--- src/rtl/biphase_rx_framer.sv ---
`default_nettype none
// ============================================================================
// Module   : biphase_rx_framer
// Brief    : Frame controller behind the biphase-to-NRZ decoder. It hunts for
//            idle-line lock, assembles start/data/stop frames into a FWFT FIFO,
//            and reports lock, frame errors and overflow. Define
//            BIPHASE_RX_PARITY_EN to add an even-parity bit after the data.
// Revision : 1.0  initial release
// ============================================================================
module biphase_rx_framer #(
    parameter int DATA_BITS    = 8,
    parameter int IDLE_BITS    = 10,
    parameter int FIFO_DEPTH   = 4,
    parameter int GLITCH_LIMIT = 15
) (
    input  logic                 clk,
    input  logic                 rst,
    input  logic                 enable,
    input  logic                 bit_valid,
    input  logic                 bit_data,
    input  logic                 bit_ferr,
    input  logic                 bit_glitch,
    output logic [DATA_BITS-1:0] rx_data,
    output logic                 rx_valid,
    input  logic                 rx_ready,
    output logic                 locked,
    output logic                 frame_error,
    output logic                 overflow,
    output logic [7:0]           err_count,
    input  logic                 clear_errors
);

    localparam int C_IDLE_W = $clog2(IDLE_BITS + 1);
    localparam int C_IDX_W  = (DATA_BITS > 1) ? $clog2(DATA_BITS) : 1;
    localparam int C_GLT_W  = $clog2(GLITCH_LIMIT + 2);
    localparam int C_ADDR_W = (FIFO_DEPTH > 1) ? $clog2(FIFO_DEPTH) : 1;
    localparam int C_PTR_W  = C_ADDR_W + 1;

    localparam logic [C_IDLE_W-1:0] C_IDLE_LAST  = C_IDLE_W'(IDLE_BITS - 1);
    localparam logic [C_IDX_W-1:0]  C_LAST_IDX   = C_IDX_W'(DATA_BITS - 1);
    localparam logic [C_GLT_W-1:0]  C_GLITCH_MAX = C_GLT_W'(GLITCH_LIMIT);

    typedef enum logic [2:0] {
        S_HUNT   = 3'd0,
        S_IDLE   = 3'd1,
        S_DATA   = 3'd2,
        S_PARITY = 3'd3,
        S_STOP   = 3'd4
    } state_t;

    state_t                 r_state;
    state_t                 w_state_next;
    logic [C_IDLE_W-1:0]    r_idle_cnt;
    logic [C_IDLE_W-1:0]    w_idle_cnt_next;
    logic [C_IDX_W-1:0]     r_bit_idx;
    logic [C_IDX_W-1:0]     w_bit_idx_next;
    logic [C_GLT_W-1:0]     r_glitch_cnt;
    logic [C_GLT_W-1:0]     w_glitch_cnt_next;
    logic [DATA_BITS-1:0]   r_shreg;
    logic [DATA_BITS-1:0]   w_shreg_next;
    logic                   w_push;
    logic                   w_fe;
    logic                   w_in_frame;
    logic                   w_glitch_over;
    logic                   w_ferr;

    logic                   r_locked;
    logic                   r_frame_error;
    logic                   r_overflow;
    logic [7:0]             r_err_count;

    logic [DATA_BITS-1:0]   r_mem [FIFO_DEPTH];
    logic [C_PTR_W-1:0]     r_wr_ptr;
    logic [C_PTR_W-1:0]     r_rd_ptr;
    logic                   w_full;
    logic                   w_empty;
    logic                   w_pop;
    logic                   w_wr_en;
    logic                   w_drop;

    assign w_in_frame    = (r_state == S_DATA) || (r_state == S_PARITY) || (r_state == S_STOP);
    // A glitch that would push the count past the limit aborts the frame like a decoder ferr.
    assign w_glitch_over = w_in_frame && bit_glitch && (r_glitch_cnt == C_GLITCH_MAX);
    assign w_ferr        = bit_ferr || w_glitch_over;

    always_comb begin
        w_state_next      = r_state;
        w_idle_cnt_next   = r_idle_cnt;
        w_bit_idx_next    = r_bit_idx;
        w_glitch_cnt_next = r_glitch_cnt;
        w_shreg_next      = r_shreg;
        w_push            = 1'b0;
        w_fe              = 1'b0;

        if (!enable) begin
            w_state_next      = S_HUNT;
            w_idle_cnt_next   = '0;
            w_bit_idx_next    = '0;
            w_glitch_cnt_next = '0;
        end else if (w_ferr) begin
            w_idle_cnt_next = '0;
            if (r_state != S_HUNT) begin
                w_fe              = 1'b1;
                w_state_next      = S_HUNT;
                w_bit_idx_next    = '0;
                w_glitch_cnt_next = '0;
            end
        end else begin
            if (w_in_frame && bit_glitch) begin
                w_glitch_cnt_next = r_glitch_cnt + C_GLT_W'(1);
            end
            if (bit_valid) begin
                case (r_state)
                    S_HUNT: begin
                        if (!bit_data) begin
                            w_idle_cnt_next = '0;
                        end else if (r_idle_cnt == C_IDLE_LAST) begin
                            w_state_next    = S_IDLE;
                            w_idle_cnt_next = '0;
                        end else begin
                            w_idle_cnt_next = r_idle_cnt + C_IDLE_W'(1);
                        end
                    end
                    S_IDLE: begin
                        if (!bit_data) begin
                            w_state_next      = S_DATA;
                            w_bit_idx_next    = '0;
                            w_glitch_cnt_next = '0;
                            w_shreg_next      = '0;
                        end
                    end
                    S_DATA: begin
                        w_shreg_next[r_bit_idx] = bit_data;
                        w_bit_idx_next          = r_bit_idx + C_IDX_W'(1);
                        if (r_bit_idx == C_LAST_IDX) begin
`ifdef BIPHASE_RX_PARITY_EN
                            w_state_next = S_PARITY;
`else
                            w_state_next = S_STOP;
`endif
                        end
                    end
`ifdef BIPHASE_RX_PARITY_EN
                    S_PARITY: begin
                        if (bit_data == (^r_shreg)) begin
                            w_state_next = S_STOP;
                        end else begin
                            w_fe         = 1'b1;
                            w_state_next = S_HUNT;
                        end
                    end
`endif
                    S_STOP: begin
                        if (bit_data) begin
                            w_push       = 1'b1;
                            w_state_next = S_IDLE;
                        end else begin
                            w_fe         = 1'b1;
                            w_state_next = S_HUNT;
                        end
                    end
                    default: begin
                        w_state_next = S_HUNT;
                    end
                endcase
            end
        end
    end

    always_ff @(posedge clk) begin
        if (rst) begin
            r_state       <= S_HUNT;
            r_idle_cnt    <= '0;
            r_bit_idx     <= '0;
            r_glitch_cnt  <= '0;
            r_shreg       <= '0;
            r_locked      <= 1'b0;
            r_frame_error <= 1'b0;
        end else begin
            r_state       <= w_state_next;
            r_idle_cnt    <= w_idle_cnt_next;
            r_bit_idx     <= w_bit_idx_next;
            r_glitch_cnt  <= w_glitch_cnt_next;
            r_shreg       <= w_shreg_next;
            r_locked      <= (w_state_next != S_HUNT);
            r_frame_error <= w_fe;
        end
    end

    // Error reporting: clear_errors takes priority over a same-cycle event.
    always_ff @(posedge clk) begin
        if (rst || clear_errors) begin
            r_err_count <= '0;
            r_overflow  <= 1'b0;
        end else begin
            if (w_fe && (r_err_count != 8'hFF)) begin
                r_err_count <= r_err_count + 8'd1;
            end
            if (w_drop) begin
                r_overflow <= 1'b1;
            end
        end
    end

    assign w_empty = (r_wr_ptr == r_rd_ptr);
    assign w_full  = (r_wr_ptr[C_ADDR_W] != r_rd_ptr[C_ADDR_W]) &&
                     (r_wr_ptr[C_ADDR_W-1:0] == r_rd_ptr[C_ADDR_W-1:0]);
    assign w_pop   = !w_empty && rx_ready;
    // When full, the slot being written is the one being popped this cycle.
    assign w_wr_en = w_push && (!w_full || w_pop);
    assign w_drop  = w_push && w_full && !w_pop;

    always_ff @(posedge clk) begin
        if (rst) begin
            r_wr_ptr <= '0;
            r_rd_ptr <= '0;
        end else begin
            if (w_wr_en) begin
                r_wr_ptr <= r_wr_ptr + C_PTR_W'(1);
            end
            if (w_pop) begin
                r_rd_ptr <= r_rd_ptr + C_PTR_W'(1);
            end
        end
    end

    always_ff @(posedge clk) begin
        if (w_wr_en) begin
            r_mem[r_wr_ptr[C_ADDR_W-1:0]] <= r_shreg;
        end
    end

    assign rx_data     = w_empty ? '0 : r_mem[r_rd_ptr[C_ADDR_W-1:0]];
    assign rx_valid    = !w_empty;
    assign locked      = r_locked;
    assign frame_error = r_frame_error;
    assign overflow    = r_overflow;
    assign err_count   = r_err_count;

endmodule
`default_nettype wire

--- config.mk ---
export PLATFORM = sky130hd
export DESIGN_NAME = biphase_rx_framer
export DESIGN_NICKNAME = d
export VERILOG_FILES = /design/src/rtl/biphase_rx_framer.sv
export SDC_FILE = /design/constraint.sdc
export NUM_CORES = 1
export LEC_CHECK = 0
export ABC_AREA = 1
export CORE_ASPECT_RATIO = 0.8
export CORE_MARGIN = 10
export CORE_UTILIZATION = 58
export DETAILED_ROUTE_END_ITERATION = 16
export PLACE_DENSITY = 0.8
export SYNTH_ARGS = -nofsm -noshare
export SYNTH_HDL_FRONTEND = slang
export SYNTH_SLANG_ARGS = --single-unit
--- constraint.sdc ---
create_clock -name clk -period 2.45 [get_ports clk]
set_input_delay 0.3675 -clock clk [delete_from_list [all_inputs] [get_ports clk]]
set_output_delay 0.3675 -clock clk [all_outputs]
set_load 0.02 [all_outputs]
-- Word level (Yosys, flattened, before mapping)
Memories as Yosys holds them, arrays and structs flattened. A register that Yosys moved wholly into a read port is not among the register bits.
Cells that the tools add are included.
Widths: inputs -> output; s select.
- $add $sub $neg: 6
- multipliers: 0
- divide/modulo/power cells: 0
- $lt $le $gt $ge: 2
- eq/ne operators: 14
- shift-type cells: 0
- multiplexer cells: 44
- bitwise operators: 2
- reduce and logical (&&, ||, !) cells: 28
- operator list (operator ; count):
    $mux 3 ; 12
    $mux 5 ; 6
    $mux 8 ; 2
    $pmux 8 s2 ; 1
    $mux 1 ; 15
    $pmux 3 s4 ; 1
    $add 3x1->3 const B ; 3
    $logic_and 1x1->1 ; 9
    $reduce_bool 3->1 ; 3
    $add 8x1->8 const B ; 1
    $bwmux 8 ; 1
    $mux 4 ; 2
    $ne 8x8->1 const B ; 1
    $eq 3x2->1 const B ; 2
    $eq 3x3->1 const B ; 2
    $pmux 3 s2 ; 1
    $add 5x1->5 const B ; 1
    $eq 5x4->1 const B ; 1
    $logic_or 1x1->1 ; 5
    $reduce_and 5->1 ; 1
    $add 4x1->4 const B ; 1
    $eq 4x4->1 const B ; 1
    $lt 3x4->1 const B ; 1
    $mux 2 ; 2
    17 further kinds ; 21
- bits in registers: 40
- latch bits: 0
- memory bits (writable): 32
- memory bits (read-only): 0
- input port bits: 9
- output and inout port bits: 20
- logic and storage cells: 108
- memories kept: 1
- memories (memory ; words ; bits a word ; rd ports ; clocked after memory_dff ; write ports ; line ; RTL):
    r_mem ; 4 ; 8 ; 1 ; 1 ; 1 ; 72 ; logic [DATA_BITS-1:0] r_mem [FIFO_DEPTH];

-- Longest topological paths before layout
Gate-level depths: netlist of run 1.
- word-level depth: 11
- gate-level depth with buffers: 12
- depth with buffers taken out: 12

-- Least setup slack after synthesis of run 1
No wires, ideal clock.
- path type: register to register
- start point: reg r_glitch_cnt[0]
- end point: mem r_mem[0][0], enable pin
- library setup time: 0.371 ns
- data arrival time: 1.678 ns
- required time: 2.079 ns
- slack: 0.401 ns
- cell stages (with the launch flop): 10
- buffers on the path: 0
- period minus slack after synthesis: 2.049 ns
- cell sequence: dfxtp_1 > ha_1 > inv_1 > nor2_1 > ha_1 > nand3_2 > nand2_2 > nor2_1 > nand2_1 > nor2_1
- longest elaborated chain between the ends: 8
- ends and longest elaborated chain (item ; line ; RTL):
    start: declaration ; 57 ; logic [C_GLT_W-1:0] r_glitch_cnt;
    start signal: assignment ; 183 ; r_glitch_cnt <= w_glitch_cnt_next;
    $eq 5x4->1 ; 83 ; assign w_glitch_over = w_in_frame && bit_glitch && (r_glitch_cnt == C_GLITCH_MAX);
    $logic_and 1x1->1 ; 83 ;
    $logic_or 1x1->1 ; 84 ; assign w_ferr = bit_ferr || w_glitch_over;
    $mux 1 ; 100 ; end else if (w_ferr) begin
    $mux 1 ; 95 ; if (!enable) begin
    $logic_and 1x1->1 ; 210 ; assign w_wr_en = w_push && (!w_full || w_pop);
    $mux 1 ; 228 ; if (w_wr_en) begin
    $mux 1 (implied by the code) ; 229 ; r_mem[r_wr_ptr[C_ADDR_W-1:0]] <= r_shreg;
    end: declaration ; 72 ;
No other way between the ends.

==> summary.md, run 1 <==
| Metric | Value |
|---|---|
| Pwr/cell area | 584.0 nW/µm² |
| TNS Setup | 0 ns |
| WL/cell | 13.36 µm |
| Vias per cell | 5.258 |
| Outcome | finished, final reports clean |
| CP Data Required Time | 2.08 ns |
| Via count | 2950 |
| Synth top area share | 27.10% |
| Crit-path max cell delay | 0.59 ns |
| H-Tree Depth | 3 |
| Reg2reg end | r_mem[0][1] |
| P_int | 1.801 mW |
| GRT Overall Usage | 16.40% |
| FF-to-FF path depth | 10 |
| First DRT Iteration DRCs | 154 |
| Dominant cell type by area after synthesis | edfxtp_1 |
| Mean Syn Cell Area | 8.170 µm² |
| Worst r2r src | r_glitch_cnt[0] |
| Xor/xnor cell area share of the yosys netlist | 3.211% |
| Share of layout cells above drive strength 1 | 9.167% |
| Crit-path cells | clkinvlp_4 > buf_4 > nor2_1 > o32ai_1 > nand2_1 > inv_1 > clkdlybuf4s50_1 |
| Hold Path Class | register to register |
| Num ports | 29 |
| Seq/Total Area, Yosys | 50.81% |
| Setup Skew | 0.01455 ns |
| Period utilisation layout | 95.64% |
| Crit path max fanout | 16 |
| Slowest stage cell on the critical path | clkdlybuf4s50_1 |
| Top-count cell post-synth | nand2_1 |
| Fin nets | 496 |
| Max-slew violations | 0 |
| Power share of the clock group | 34.3% |
| EDFF count, synth | 32 |
| Leakage | 1.866 nW |
| DP Wirelength | 5.681 mm |
| Mux share of post-synthesis cell area | 0% |
| Total power | 2.436 mW |
| Peak VDD IR | 0.4004 mV |
| Synth warn | 0 |
| Worst Setup EP | rx_data[4] |
| Switch Pwr | 634.8 µW |
| Synthesized cell area | 3546 µm² |
| Fin. Hold Viols | 0 |
| Die W | 107.4 µm |
| Initial Utilization | 59.98% |
| FFs w/ async S/R, synth | 0% |
| Initial antenna violation count | 0 |
| Setup violators final | 0 |
| Post-synthesis compound-gate area fraction | 8.433% |
| Vias in the first global route | 2829 |
| Clk buf depth | 2 |
| Drt drc | 0 |
| Synth top area cells | edfxtp_1 (27%), dfxtp_1 (24%), nand2_1 (9.7%) |
| Largest family of logic cells by synthesized area | simple AND/OR/NAND/NOR gates |
| Antenna Violating Nets Remaining | 0 |
| Core area | 5912 µm² |
| Fmax | 426.8 MHz |
| Die Ht | 89.94 µm |
| Largest net degree at the start of global routing | 17 |
| Fill cells | 455 |
| Clock Latency Late Sink | 0.34 ns |
| First-pass DRT Iterations | 5 |
| # diodes | 0 |
| R2R setup slack | 0.31 ns |
| Clock sink count | 74 |
| Final WL | 7.497 mm |
| Sequential power share | 54.0% |
| Crit Path Class | register to output pin |
| PortBufs | 28 |
| Post-synth cell types | 29 |
| Top post-synthesis cells by count | nand2_1 (92), nor2_1 (73), inv_1 (55) |
| Synth Net Count | 455 |
| Area grow syn2layout | 17.61% |
| Die ar. | 9661 µm² |
| Rel. slew slack | 69.47% |
| Tightest Pin Transition | 0.4558 ns |
| Worst setup EP type | output pin |
| #FFs+latches synth | 74 |
| First-pass GRT wire length | 13.04 mm |
| RSZ-0062 raised after global routing | false |
| Simple-Gate Fraction of Synth Area | 26.29% |
| Combinational share of power | 11.6% |
| Clk pin slew, worst setup/hold paths | 0.08 ns |
| Sw Share | 26.06% |
| Synth Instances | 434 |
| Max-cap viol count | 0 |
| Startpoint types | register |
| Period minus WS final | 2.343 ns |
| Number of CTS-inserted buffers | 9 |
| Final instance area | 4170 µm² |
| CTS tree | yes |
| Rows | 25 |
| Synth Area in Adders | 4.234% |
| Grt ovf | 0 |
| Placed cell areas | 3953 µm² |
| Root buf cell | clkbuf_8 |
| GPL Wtd Cong | 0.8664 |
| Critical Path AT | 1.98 ns |
| Main synth FF type | dfxtp_1 |
-- layer usage --
layer	vias to the layer above	wire length, µm	GRT usage, %
met3	11	401	5.207
met1	1356	3364	20.04
met4	0	127	5.556
met5	-	0	0
met2	88	3604	26.58
li1	1495	-	-
-- power groups by stage --
stage	logic, mW	clock network (mW)	registers, mW
after CTS	0.286	0.852	1.31
after floorplan	0.182	0	1.33
final	0.283	0.836	1.32
after detailed placement	0.281	0	1.34
after global placement	0.276	0	1.34
after global routing	0.319	0.917	1.32
-- critical path, delay by kind of cell (launching register included) --
| family | cells | cell delay [ns] |
|---|---|---|
| compound gates | 1 | 0.21 |
| buf+inv | 4 | 0.89 |
| flops | 1 | 0.39 |
| simple gates | 2 | 0.14 |
-- cell type report --
type	count	area (µm²)	area share, %
multi-input cells	296	1500	35.97
inverters	57	217.7	5.221
flip-flops and latches	74	1808	43.35
repair buffers	37	365.4	8.761
clock inverters	6	40.04	0.9601
well taps	81	101.3	2.430
clock buffers	10	137.6	3.300
-- logic make-up after synthesis --
kind of cell,Yosys count
AND/OR/NAND/NOR,219
flip-flops,74
buffers and inverters,64
AO/OA/AOI/OAI,52
XOR/XNOR,13
adder cells (fa/ha/maj),12
-- placed cells by master (no fill, tap or decap) --
master	synthesis	layout
buf_4	0	9
inv_1	55	54
nand4_1	4	4
nor2_2	3	4
nor2_1	73	72
clkinv_4	0	1
o32ai_1	8	8
a21oi_2	1	1
dfxtp_1	42	39
nand3_1	35	35
dlymetal6s2s_1	0	7
ha_1	12	12
o21ai_1	1	1
inv_6	0	2
xor2_1	9	9
clkdlybuf4s50_1	0	21
o22ai_1	1	1
xnor2_1	4	4
or2_2	3	3
nand2_1	92	91
dfxtp_2	0	2
o21ai_0	17	17
clkinv_1	1	2
dfxtp_4	0	1
nand3_2	3	3
clkinvlp_4	0	1
a21oi_1	21	21
a31oi_1	3	3
clkbuf_8	0	10
nand2_2	2	3
nor4_1	1	1
inv_2	1	1
nor3_4	1	1
edfxtp_1	32	32
nor3_1	2	2
clkinv_2	0	2
-- flip-flops by register name, indices dropped and copies added (netlist names), named ones only --
name and flops:
r_mem 32, r_glitch_cnt 5, frame_error 1, r_wr_ptr 3, overflow 1, err_count 8
r_shreg 8, locked 1, r_idle_cnt 4, r_state 3, r_rd_ptr 3, r_bit_idx 3
-- repair_timing --
item | 4_1_cts | 5_1_grt
endpoints found under the setup margin | 8 | 8
resized for setup | 3 | 11
hold buffers | 0 | 0
setup buffers | 1 | 0
-- worst min-delay path by stage --
stage	from	end	slack, ns	cells after the start
floorplan	rst	r_wr_ptr[2]	0.44	1
global placement	r_glitch_cnt[4]	r_glitch_cnt[4]	0.45	2
detailed placement	r_glitch_cnt[4]	r_glitch_cnt[4]	0.47	2
CTS	r_glitch_cnt[4]	r_glitch_cnt[4]	0.48	2
global route	r_glitch_cnt[4]	r_glitch_cnt[4]	0.51	2
finish	r_glitch_cnt[4]	r_glitch_cnt[4]	0.48	2
-- stage by stage --
step | hold WS [ns] | setup WS [ns] | utilization [%] | std cells
6_report | 0.4792 | 0.1068 | 70.54 | 561
2_1_floorplan | 0.4366 | 0.4011 | - | 434
3_3_place_gp | 0.4526 | 0.2288 | 66.86 | 544
4_1_cts | 0.4817 | 0.003289 | 70.12 | 561
3_5_place_dp | 0.4695 | 0.1420 | 66.86 | 544
5_1_grt | 0.5084 | 0.007987 | 70.54 | 561
Power figures use the tool's default switching activity.
==> run 2: changes to the inputs <==
--- a/config.mk
+++ b/config.mk
@@ -8,9 +8,11 @@
 export ABC_AREA = 1
 export CORE_ASPECT_RATIO = 0.8
 export CORE_MARGIN = 10
-export CORE_UTILIZATION = 58
+export CORE_UTILIZATION = 60
+export CTS_BUF_LIST = sky130_fd_sc_hd__clkbuf_8
 export DETAILED_ROUTE_END_ITERATION = 16
-export PLACE_DENSITY = 0.8
+export PLACE_DENSITY = 0.82
+export REMOVE_ABC_BUFFERS = 1
 export SYNTH_ARGS = -nofsm -noshare
 export SYNTH_HDL_FRONTEND = slang
 export SYNTH_SLANG_ARGS = --single-unit
==> summary.md, run 2 (synthesized netlist as in run 1, its figures left out) <==
| Metric | Value |
|---|---|
| Vias per cell | 5.238 (was 5.258) |
| Initial Utilization | 63.49% (was 59.98%) |
| GPL Wtd Cong | 0.8865 (was 0.8664) |
| Max-cap viol count | 0 (unchanged) |
| Clk pin slew, worst setup/hold paths | 0.08 ns (about the same) |
| Period minus WS final | 2.384 ns (was 2.343 ns) |
| Setup Skew | 0.01356 ns (was 0.01455 ns) |
| Crit path max fanout | 10 (was 16) |
| Crit-path max cell delay | 0.60 ns (was 0.59 ns) |
| Vias in the first global route | 2755 (was 2829) |
| Die W | 106.0 µm (was 107.4 µm) |
| Outcome | finished, final reports clean (unchanged) |
| CP Data Required Time | 2.08 ns (about the same) |
| Max-slew violations | 0 (unchanged) |
| Share of layout cells above drive strength 1 | 9.375% (was 9.167%) |
| Root buf cell | clkbuf_8 (unchanged) |
| Most common cell after layout, fill and taps aside | nand2_1 (unchanged) |
| Rows | 24 (was 25) |
| Post-CTS Setup Bufs | 0 (was 1) |
| Die Ht | 88.76 µm (was 89.94 µm) |
| Antenna Violating Nets Remaining | 0 (unchanged) |
| Fin nets | 496 (unchanged) |
| Layout Utilization | 74.93% (was 70.54%) |
| Reg2reg end | r_mem[3][6] (was r_mem[0][1]) |
| Placed insts | 541 (was 544) |
| Initial antenna violation count | 0 (unchanged) |
| Final WL | 7.531 mm (was 7.497 mm) |
| R2R setup slack | 0.32 ns (was 0.31 ns) |
| Clock Latency Late Sink | 0.35 ns (was 0.34 ns) |
| Drt drc | 0 (unchanged) |
| Critical Path AT | 2.02 ns (was 1.98 ns) |
| Final Non-Filler Cells | 558 (was 561) |
| Hold path start | r_glitch_cnt[4] (unchanged) |
| Hold path endpoint | r_glitch_cnt[4] (unchanged) |
| Crit Path Class | register to output pin (unchanged) |
| Tightest Pin Transition | 0.4677 ns (was 0.4558 ns) |
| Hold Path Class | register to register (unchanged) |
| Clock sink count | 74 (unchanged) |
| Largest register FFs | 32 (unchanged) |
| First DRT Iteration DRCs | 159 (was 154) |
| DP Wirelength | 5.550 mm (was 5.681 mm) |
| First-pass GRT wire length | 12.94 mm (was 13.04 mm) |
| Period utilisation layout | 97.29% (was 95.64%) |
| Fin. Hold Viols | 0 (unchanged) |
| FF-to-FF path depth | 10 (unchanged) |
| Crit path buffers/inverters | 2 (was 4) |
| WL/cell | 13.50 µm (was 13.36 µm) |
| Fmax | 419.5 MHz (was 426.8 MHz) |
| Delay-heaviest family, CP | buffers and inverters (unchanged) |
| # diodes | 0 (unchanged) |
| Number of CTS-inserted buffers | 9 (unchanged) |
| Worst r2r src | r_glitch_cnt[0] (unchanged) |
| Leakage | 1.851 nW (was 1.866 nW) |
| Num ports | 29 (unchanged) |
| Slowest stage cell on the critical path | clkdlybuf4s50_1 (unchanged) |
| CTS tree | yes (unchanged) |
| H-Tree Depth | 3 (unchanged) |
| Commonest non-fill, non-tap cells in the layout | nand2_1 (91), nor2_1 (72), inv_1 (54) (unchanged) |
| Pwr/cell area | 606.4 nW/µm² (was 584.0 nW/µm²) |
| Startpoint types | register (unchanged) |
| Grt ovf | 0 (unchanged) |
| Rel. slew slack | 68.68% (was 69.47%) |
| First-pass DRT Iterations | 5 (unchanged) |
| Total power | 2.538 mW (was 2.436 mW) |
| Via count | 2923 (was 2950) |
| Clk buf depth | 2 (unchanged) |
| GRT Overall Usage | 17.06% (was 16.40%) |
| PortBufs | 28 (unchanged) |
| Setup violators final | 0 (unchanged) |
| Area grow syn2layout | 18.03% (was 17.61%) |
| Worst setup EP type | output pin (unchanged) |
| Die ar. | 9404 µm² (was 9661 µm²) |
| Crit-path cells | xor2_1 > nor2_2 > nand2_2 > nand2_1 > inv_1 > clkdlybuf4s50_1 (was clkinvlp_4 > buf_4 > nor2_1 > o32ai_1 > nand2_1 > inv_1 > clkdlybuf4s50_1) |
| Fill cells | 432 (was 455) |
| Core area | 5585 µm² (was 5912 µm²) |
| Peak VDD IR | 0.5078 mV (was 0.4004 mV) |
| Hold-critical path depth | 2 (unchanged) |
| Largest net degree at the start of global routing | 17 (unchanged) |
==> run 2: cell types whose count changed in the layout (fill, tap and decap cells not counted) <==
cell	before	now
clkinvlp_4	1	3
clkinv_2	2	1
bufinv_16	0	1
buf_4	9	8
inv_4	0	1
dlymetal6s2s_1	7	6
clkbuf_8	10	9
clkinv_1	2	1
clkdlybuf4s50_1	21	22
==> run 2: worst register-to-register path, delay by kind of cell, from the launching register on <==
family / cells / cell delay, ns
buffers and inverters: 2 / 0.26
DFF: 1 / 0.34
adders and majority gates: 2 / 0.37
and+or+nand+nor: 6 / 0.85
==> run 2: cell type report <==
type	instances	area, µm²	area share (%)
clock buffers	9	123.9	2.960
clock inverters	7	75.07	1.794
inverters	57	217.7	5.202
multi-input cells	296	1500	35.84
flip-flops and latches	74	1808	43.20
well taps	78	97.59	2.332
repair buffers	36	355.3	8.490
repair inverters	1	7.507	0.1794
==> run 2: what timing repair did <==
item / 4_1_cts / 5_1_grt
hold buffers: 0 / 0
endpoints found under the setup margin: 8 / 8
resized for setup: 3 / 11
gates cloned: 0 / 1
==> run 2: worst max path at each step <==
stage | from | to | cells past startpoint
floorplan | r_glitch_cnt[0] | r_mem[0][0] | 9
global placement | bit_data | r_mem[3][7] | 8
detailed placement | bit_data | r_mem[1][2] | 8
CTS | r_rd_ptr[0] | rx_data[6] | 6
global route | r_wr_ptr[0] | rx_data[6] | 6
finish | r_wr_ptr[0] | rx_data[6] | 6
==> run 2: routing by layer <==
layer	routed length (µm)	vias up	GRT usage (%)
met5	0	-	0
li1	-	1496	-
met3	483	13	5.374
met2	3581	92	28.59
met4	123	0	6.626
met1	3342	1322	20.29
==> run 2: stage by stage <==
stage / instance area, µm² / worst slack (ns) / hold slack [ns] / TNS (ns)
global route: 4185 / -0.02014 / 0.5015 / -0.02014
detailed placement: 3949 / 0.1409 / 0.4574 / 0
global placement: 3949 / 0.2262 / 0.4524 / 0
CTS: 4155 / 0.02083 / 0.4692 / 0
floorplan: 3511 / 0.4011 / 0.4366 / 0
finish: 4185 / 0.06640 / 0.4684 / 0
==> run 2: power breakdown <==
part	leakage (nW)	internal, mW	switching [mW]	total, mW
registers	0.637	1.29	0.0261	1.32
logic	1.11	0.112	0.173	0.285
clock network	0.101	0.477	0.460	0.937
total	1.85	1.88	0.659	2.54
==> run 3: changes to the inputs <==
--- a/config.mk
+++ b/config.mk
@@ -13,6 +13,7 @@
 export DETAILED_ROUTE_END_ITERATION = 16
 export PLACE_DENSITY = 0.82
 export REMOVE_ABC_BUFFERS = 1
+export SETUP_SLACK_MARGIN = 0.15
 export SYNTH_ARGS = -nofsm -noshare
 export SYNTH_HDL_FRONTEND = slang
 export SYNTH_SLANG_ARGS = --single-unit
==> summary.md, run 3 (synthesized netlist as in run 1, its figures left out) <==
| Metric | Value |
|---|---|
| Vias in the first global route | 2765 (was 2755) |
| DP Wirelength | 5.550 mm (unchanged) |
| Die ar. | 9404 µm² (unchanged) |
| WL/cell | 13.59 µm (was 13.50 µm) |
| Die Ht | 88.76 µm (unchanged) |
| Area grow syn2layout | 18.28% (was 18.03%) |
| Initial antenna violation count | 0 (unchanged) |
| Antenna Violating Nets Remaining | 0 (unchanged) |
| Worst setup EP type | output pin (unchanged) |
| Total power | 2.535 mW (was 2.538 mW) |
| Commonest non-fill, non-tap cells in the layout | nand2_1 (90), nor2_1 (72), inv_1 (54) (was nand2_1 (91), nor2_1 (72), inv_1 (54)) |
| Rel. slew slack | 68.68% (about the same) |
| Via count | 2937 (was 2923) |
| Max-cap viol count | 0 (unchanged) |
| RSZ-0062 raised after global routing | false |
| PortBufs | 28 (unchanged) |
| Clk pin slew, worst setup/hold paths | 0.08 ns (about the same) |
| GRT Overall Usage | 17.11% (was 17.06%) |
| Hold Buf Count CTS | 0 (unchanged) |
| Tightest Pin Transition | 0.4677 ns (about the same) |
| # diodes | 0 (unchanged) |
| Grt ovf | 0 (unchanged) |
| CTS tree | yes (unchanged) |
| Vias per cell | 5.235 (was 5.238) |
| Setup Skew | 0.01268 ns (was 0.01356 ns) |
| First-pass GRT wire length | 12.98 mm (was 12.94 mm) |
| Die W | 106.0 µm (unchanged) |
| Root buf cell | clkbuf_8 (unchanged) |
| Crit path max fanout | 10 (unchanged) |
| Critical Path AT | 1.80 ns (was 2.02 ns) |
| Period utilisation layout | 88.46% (was 97.29%) |
| Core area | 5585 µm² (unchanged) |
| Leakage | 1.841 nW (was 1.851 nW) |
| H-Tree Depth | 3 (unchanged) |
| Share of layout cells above drive strength 1 | 9.938% (was 9.375%) |
| Fin. Hold Viols | 0 (unchanged) |
| Setup violators final | 0 (unchanged) |
| Final WL | 7.622 mm (was 7.531 mm) |
| Number of CTS-inserted buffers | 9 (unchanged) |
| Num ports | 29 (unchanged) |
| Rows | 24 (unchanged) |
| Clock sink count | 74 (unchanged) |
| First-pass DRT Iterations | 5 (unchanged) |
| Initial Utilization | 63.49% (unchanged) |
| Clock Latency Late Sink | 0.35 ns (about the same) |
| Most common cell after layout, fill and taps aside | nand2_1 (unchanged) |
| TNS Setup | 0 ns (unchanged) |
| GPL Wtd Cong | 0.8865 (unchanged) |
| Hold Path Class | register to register (unchanged) |
| Largest net degree at the start of global routing | 17 (unchanged) |
| Fmax | 461.4 MHz (was 419.5 MHz) |
| Clk buf depth | 2 (unchanged) |
| Largest register FFs | 32 (unchanged) |
| Crit Path Class | register to output pin (unchanged) |
| Drt drc | 0 (unchanged) |
| Pwr/cell area | 604.5 nW/µm² (was 606.4 nW/µm²) |
| Max-slew violations | 0 (unchanged) |
| Outcome | finished, final reports clean (unchanged) |
| CP Data Required Time | 2.08 ns (about the same) |
| Startpoint types | register (unchanged) |
| Period minus WS final | 2.167 ns (was 2.384 ns) |
| Peak VDD IR | 0.5075 mV (was 0.5078 mV) |
| Worst hold margin | 0.4684 ns (unchanged) |
| First DRT Iteration DRCs | 166 (was 159) |
| Fin nets | 499 (was 496) |
[run 3: cell types whose count changed in the layout (fill, tap and decap cells not counted), sizes merged]
cell and change:
buf +4, dlymetal6s2s -3, clkdlybuf4s50 -3, dlygate4sd2 +6, clkinvlp -1
[run 3: timing repair]
action	CTS	global route
gates resized for setup	11	5
gates cloned	0	0
buffers inserted	0	4
endpoints found under the setup margin	9	35
[run 3: report_power, final]
part	internal, mW	switching, mW	leakage, nW	total (mW)
Clock	0.477	0.457	0.101	0.934
Combinational	0.112	0.175	1.10	0.287
Sequential	1.29	0.0244	0.637	1.31
Total	1.88	0.657	1.84	2.54
[run 3: cell type report]
cell class / count / area, µm²
repair buffers: 40 / 370.4
multi-input cells: 296 / 1503
well taps: 78 / 97.59
clock buffers: 9 / 123.9
inverters: 57 / 217.7
fillers: 440 / 1391
flip-flops and latches: 74 / 1807
clock inverters: 7 / 75.07
[run 3: layer usage]
| layer | GRT usage [%] | vias to the layer above | routed length [µm] |
|---|---|---|---|
| li1 | - | 1500 | - |
| met1 | 20.29 | 1313 | 3304 |
| met2 | 28.76 | 113 | 3624 |
| met3 | 5.374 | 11 | 571 |
| met4 | 6.626 | 0 | 121 |
| met5 | 0 | - | 0 |
[run 3: critical path, cell delays in order (launching register included)]
cell and delay (ns):
dfxtp_1 0.44, xor2_1 0.13, nor2_2 0.23, nand2_2 0.18, nand2_1 0.11, inv_1 0.05, dlygate4sd2_1 0.31
[run 3: stage by stage]
| step | setup WS (ns) | utilization, % | instance area (µm²) | instances |
|---|---|---|---|---|
| after global routing | 0.1144 | 75.09 | 4194 | 561 |
| after global placement | 0.2262 | 70.70 | 3949 | 541 |
| final | 0.2828 | 75.09 | 4194 | 561 |
| after detailed placement | 0.1409 | 70.70 | 3949 | 541 |
| after CTS | 0.06224 | 74.33 | 4151 | 557 |
| after floorplan | 0.4011 | - | 3511 | 427 |
[run 3: worst paths after layout]
check	from	endpoint	slack (ns)	cells after the start
hold reg to reg	r_glitch_cnt[4]	r_glitch_cnt[4]	0.47	2
setup / recovery	r_wr_ptr[1]	rx_data[0]	0.28	6
hold / removal	r_glitch_cnt[4]	r_glitch_cnt[4]	0.47	2
setup reg to reg	r_glitch_cnt[0]	r_mem[0][0]	0.37	10
